`config.mk`:
```
export PLATFORM = sky130hd
export DESIGN_NAME = issue_scoreboard
export DESIGN_NICKNAME = d
export VERILOG_FILES = /design/src/rtl/issue_scoreboard.sv
export SDC_FILE = /design/constraint.sdc
export NUM_CORES = 1
export LEC_CHECK = 0
export ABC_AREA = 1
export CAP_MARGIN = 25
export CELL_PAD_IN_SITES_DETAIL_PLACEMENT = 1
export CELL_PAD_IN_SITES_GLOBAL_PLACEMENT = 1
export CORE_UTILIZATION = 34
export DETAILED_ROUTE_END_ITERATION = 8
export PLACE_DENSITY = 0.84
export SLEW_MARGIN = 20
export SYNTH_ARGS = -nofsm -noshare
export SYNTH_HDL_FRONTEND = slang
export SYNTH_SLANG_ARGS = --single-unit
```
`constraint.sdc`:
```
create_clock -name clk -period 2 [get_ports clk]
set_clock_uncertainty 0.05 [all_clocks]
set_input_delay 0.2 -clock clk [delete_from_list [all_inputs] [get_ports clk]]
set_output_delay 0.2 -clock clk [all_outputs]
set_load 0.02 [all_outputs]
```
`src/rtl/issue_scoreboard.sv`:
```
// Issue-stage scoreboard: holds a decoded instruction until its RAW/WAW registers are free,
// serialises flagged instructions through a DRAIN state and tracks in-flight register writes.
module issue_scoreboard #(
    parameter int MAX_INFLIGHT  = 4,
    parameter int WB_BYPASS     = 1,
    parameter int STALL_TIMEOUT = 1024
) (
    input  logic        clk,
    input  logic        rst_n,
    input  logic        dec_valid,
    input  logic        dec_uses_rs,
    input  logic [4:0]  dec_rs_addr,
    input  logic        dec_uses_rt,
    input  logic [4:0]  dec_rt_addr,
    input  logic        dec_uses_rw,
    input  logic [4:0]  dec_rw_addr,
    input  logic        dec_serialize,
    input  logic        flush,
    input  logic        ex_ready,
    input  logic        wb_valid,
    input  logic [4:0]  wb_rw_addr,
    output logic        issue_valid,
    output logic        dec_stall,
    output logic [3:0]  inflight_cnt,
    output logic [31:0] pending_vec,
    output logic        state_drain,
    output logic        stall_timeout,
    output logic        err_spurious_wb
);

    localparam int          TW      = $clog2(STALL_TIMEOUT + 1);
    localparam logic [3:0]  MAX_CNT = 4'(MAX_INFLIGHT);
    localparam logic [TW-1:0] TO_LAST = TW'(STALL_TIMEOUT - 1);
    localparam logic [TW-1:0] TO_SAT  = TW'(STALL_TIMEOUT);

    typedef enum logic {RUN, DRAIN} state_t;

    state_t        state, state_next;
    logic [31:0]   wb_onehot, rw_onehot, bypass_mask, eff;
    logic          raw, waw, full, go, cnt_zero;
    logic          set_pend, clr_pend, spurious, drain_last_wb;
    logic [31:0]   pend_next;
    logic [TW-1:0] stall_cnt;

    assign wb_onehot   = 32'd1 << wb_rw_addr;
    assign rw_onehot   = 32'd1 << dec_rw_addr;
    assign bypass_mask = ((WB_BYPASS != 0) && wb_valid) ? wb_onehot : 32'd0;
    assign eff         = pending_vec & ~bypass_mask;

    assign raw      = (dec_uses_rs & eff[dec_rs_addr]) | (dec_uses_rt & eff[dec_rt_addr]);
    assign waw      = dec_uses_rw & eff[dec_rw_addr];
    assign full     = (inflight_cnt == MAX_CNT) & ~wb_valid;
    assign cnt_zero = (inflight_cnt == 4'd0);

    assign set_pend = go & dec_uses_rw & (dec_rw_addr != 5'd0);
    assign clr_pend = wb_valid & (wb_rw_addr != 5'd0) & pending_vec[wb_rw_addr];
    assign spurious = wb_valid & (wb_rw_addr != 5'd0) & ~pending_vec[wb_rw_addr]
                      & ~(set_pend & (dec_rw_addr == wb_rw_addr));
    assign drain_last_wb = (WB_BYPASS != 0) & clr_pend & (inflight_cnt == 4'd1);

    // Outputs are forced low while reset is asserted, even with a live decoder input.
    always_comb begin
        state_next = state;
        go         = 1'b0;
        case (state)
            RUN: begin
                go = rst_n & dec_valid & ~flush & ex_ready & ~raw & ~waw & ~full
                     & (~dec_serialize | cnt_zero);
                if (dec_valid & ~flush & dec_serialize & ~cnt_zero)
                    state_next = DRAIN;
            end
            DRAIN: begin
                if (flush | cnt_zero | drain_last_wb)
                    state_next = RUN;
            end
            default: state_next = RUN;
        endcase
    end

    assign issue_valid = go;
    assign dec_stall   = rst_n & dec_valid & ~flush & ~go;
    assign state_drain = (state == DRAIN);

    // A set and a clear of the same register in one cycle leaves it pending.
    always_comb begin
        pend_next = pending_vec;
        if (clr_pend)
            pend_next = pend_next & ~wb_onehot;
        if (set_pend)
            pend_next = pend_next | rw_onehot;
        pend_next[0] = 1'b0;
    end

    always_ff @(posedge clk or negedge rst_n) begin
        if (!rst_n) begin
            state           <= RUN;
            pending_vec     <= 32'd0;
            inflight_cnt    <= 4'd0;
            err_spurious_wb <= 1'b0;
        end else begin
            state       <= state_next;
            pending_vec <= pend_next;
            if (set_pend & ~clr_pend & (inflight_cnt != MAX_CNT))
                inflight_cnt <= inflight_cnt + 4'd1;
            else if (clr_pend & ~set_pend & ~cnt_zero)
                inflight_cnt <= inflight_cnt - 4'd1;
            if (spurious)
                err_spurious_wb <= 1'b1;
        end
    end

    // Counts consecutive stalled cycles; the flag stays set once the limit is hit.
    always_ff @(posedge clk or negedge rst_n) begin
        if (!rst_n) begin
            stall_cnt     <= '0;
            stall_timeout <= 1'b0;
        end else if (dec_stall) begin
            if (stall_cnt != TO_SAT)
                stall_cnt <= stall_cnt + 1'b1;
            if (stall_cnt >= TO_LAST)
                stall_timeout <= 1'b1;
        end else begin
            stall_cnt <= '0;
        end
    end

endmodule

```
==> reports/summary.txt <==
register area share after synthesis -> 0.296
global-route wire length before repair -> 40700 µm
pins over their slew limit -> 0
clock sinks -> 49
hold crit path type -> in2reg
Layout area overhead -> 84.7%
register area -> 1230 µm²
Cell Rows -> 39
io pins -> 71
main area contributors after synthesis -> dfrtp_1 30%, nand3_1 18%, nand2_1 12%
drt drc -> 0
internal reg-to-reg setup slack -> -0.69 ns
Yosys top cell area share -> 0.296
post-detail-place hpwl -> 17000 µm
effective utilization at floorplan -> 0.356
hold path start -> wb_rw_addr[0]
setup slack at placement -> -1.46 ns
leakage power -> 3.43 nW
Tmin final -> 3.15 ns
Reg-to-Reg Start -> pending_vec[16]
top-count cell post-synth -> nand3_1
final period utilization -> 1.58
violated checks -> setup timing
largest area contributor in the netlist -> dfrtp_1
Layout Nets -> 955
Post-DRT Antenna Nets -> 0
GPL Wtd Cong -> 0.988
VDD IR-drop max -> 714 µV
crit path max fanout -> 5
slowest stage delay, CP -> 0.46 ns
pwr/cell area -> 539 nW/µm²
grt ovf -> 0
R2R cell count -> 13
Worst setup SP type -> input pin
net switching power -> 1.70 mW
Synth top cells by count -> 148 x nand3_1, 137 x nand2_1, 60 x nand4_1, 50 x inv_1, 49 x dfrtp_1
clock root cell -> clkbuf_16
max-cap check violation count -> 0
slowest stage cell on the critical path -> nor2_1
Post-synth EDFFs -> 0
Int Pwr -> 2.43 mW
via count of the first global-routing pass -> 6813
die height -> 112 µm
critical path class -> in2reg
final antenna diode count -> 0
WHS Endpoint -> err_spurious_wb
RSZ-0062 raised after global routing -> true
Setup WS post-layout -> -1.15 ns
Post-synth top flop -> dfrtp_1
critical path arrival -> 3.31 ns
final setup vio count -> 50
CP Cell Sequence -> buf_8 > nor2_4 > nand3_4 > buf_4 > nor2_1 > nand2_2 > nand3_1 > nand3_1 > nand3_1 > nand3_1 > nand2_1 > nand2_1 > nand2_2 > nor2_4 > buf_4 > nor2_4 > buf_4 > nand4_1 > nand3_2 > nand2_1
most used cell, CP -> nand3_1
die span in x -> 112 µm
clock power share -> 0.260
Worst-path clk slew -> 0.09 ns
DIE AREA -> 12600 µm²
initial DRC count -> 902
Post-Synthesis Cells -> 637
Worst path top cell family by delay -> simple AND/OR/NAND/NOR gates
Bufs on Longest Clock Path -> 2
Hold Path Depth -> 7
Pre-antenna DRT Iters -> 5
GRT Util Overall -> 0.430
share of cells above drive strength 1 -> 0.432
relative slew slack -> 0.522
Combinational Power Share -> 0.467
H-tree depth -> 2
part of the power in registers -> 0.272
fillcell total -> 1404
vias per inst -> 6.91
area of the multi-input gates -> 3120 µm²
Final Hold Slack -> 0.404 ns
final wirelength -> 33400 µm
syn_nets -> 672
nature of the critical path endpoint -> flip-flop
worst flop-to-flop path endpoint -> inflight_cnt[2]
DR WL/cell -> 31.4 µm
initial antenna violation count -> 1
vias -> 7347
Worst EP required -> 2.16 ns
Post-synth ARST share -> 1.00
Bufs and invs on worst path -> 4
core box area -> 11700 µm²
clock latency on the worst-skew pair -> 0.32 ns
total CTS buffers -> 5
Netlist Area Pre-Place -> 4150 µm²
Final Hold Fails -> 0
Port Buf Inserts -> 69
largest net degree at the start of global routing -> 50
Net Sw Frac -> 0.411
f_max -> 317 MHz
Avg Inst Size Synth -> 6.51 µm²
status -> finished with violations
Distinct cells, synth -> 38
Seq cells post-synth -> 49
TritonCTS clock tree -> done
Worst Setup SP -> wb_rw_addr[0]
synthesis warning total -> 0
worst-margin pin slew -> 0.717 ns
state kept, by name, indices dropped and copies added, names as in the netlist:
name,count
stall_timeout,1
stall_cnt,11
inflight_cnt,4
state_drain,1
pending_vec,31
err_spurious_wb,1
worst register-to-register path, cell delays in order (launching register included):
cell,delay [ns]
dfrtp_1,0.48
buf_4,0.19
nand3_1,0.07
nand3_1,0.13
nand3_1,0.23
nand3_1,0.14
a21oi_2,0.20
nor2_4,0.10
buf_4,0.16
nor2_4,0.12
buf_4,0.14
nand4_1,0.30
nand3_2,0.19
nand2_1,0.09
how the worst max path moves through the flow:
| stage | end | slack, ns | cells past startpoint |
|---|---|---|---|
| after global placement | dec_stall | -1.38 | 20 |
| after floorplan | stall_cnt[4] | -0.007 | 19 |
| after CTS | pending_vec[6] | -0.37 | 20 |
| after global routing | inflight_cnt[2] | -1.10 | 20 |
| after detailed placement | dec_stall | -1.46 | 19 |
| final | inflight_cnt[2] | -1.15 | 20 |
placed cells by master, fill, tap and decap left out, drive strengths merged, types with 2 or more instances in the layout:
cell type      Yosys  layout
nand3            150     151
nor3b              2       2
clkdlybuf4s50      0      57
clkinv             3       4
xnor2              2       2
clkinvlp           0       2
buf               19     250
o211ai             2       2
a31oi              5       5
a21oi             16      16
o21ai             39      39
nand2            138     138
inv               51      50
nand4             61      61
ha                 5       5
dfrtp             49      49
o22ai              2       2
xor2               6       6
nor4               2       2
nor2              47      47
clkbuf            19       6
nor3               5       5
a22oi              8       8
dlygate4sd2        0       3
repair_timing:
action	CTS	global route
hold endpoints to repair	15	0
buffers inserted	41	27
endpoints found under the setup margin	51	51
resized for setup	130	129
hold buffers	1	0
pin swaps	42	54
cloned	8	0
per-stage QoR:
stage	util	std cells	power (mW)	instance area, µm²	TNS, ns
finish	0.657	1064	4.13	7660	-47.55
global route	0.657	1064	4.17	7660	-44.41
CTS	0.603	1037	3.68	7040	-12.01
detailed placement	0.529	981	2.55	6170	-60.28
global placement	0.529	981	2.48	6170	-53.45
floorplan	-	637	1.79	4220	-0.00732
power by group through the flow:
| stage | combinational [mW] | clock (mW) | sequential (mW) |
|---|---|---|---|
| 2_1_floorplan | 0.583 | 0 | 1.20 |
| 3_3_place_gp | 1.37 | 0 | 1.11 |
| 3_5_place_dp | 1.42 | 0 | 1.12 |
| 4_1_cts | 1.57 | 1.00 | 1.11 |
| 5_1_grt | 1.97 | 1.07 | 1.12 |
| 6_report | 1.93 | 1.08 | 1.13 |
kinds of logic (layout without fill, tap and decap cells):
family	count (synthesis)	in the layout	share of synthesized area
compound gates	75	75	0.108
xor+xnor	8	8	0.0169
fa+ha+maj	5	5	0.0151
buf+inv	92	375	0.0926
flops	49	49	0.296
mux	1	1	0.00241
other cells	1	1	0.000904
simple gates	406	407	0.468
final cells by class:
class / instances / area share
clock buffer: 6 / 0.0168
clock inverter: 2 / 0.00506
inverter: 54 / 0.0286
multi-input combinational: 497 / 0.407
sequential: 49 / 0.160
tap: 143 / 0.0234
timing repair buffer: 312 / 0.358
timing repair inverter: 1 / 0.000980
metal layers:
layer  up-vias  routed length, µm  track usage
met3       277               4430        0.119
met5         -                  0            0
met2       789              14200        0.690
li1       2785                  -            -
met1      3496              11700        0.526
met4         0               3070        0.229
No activity file was read; power rests on OpenSTA's default activity.
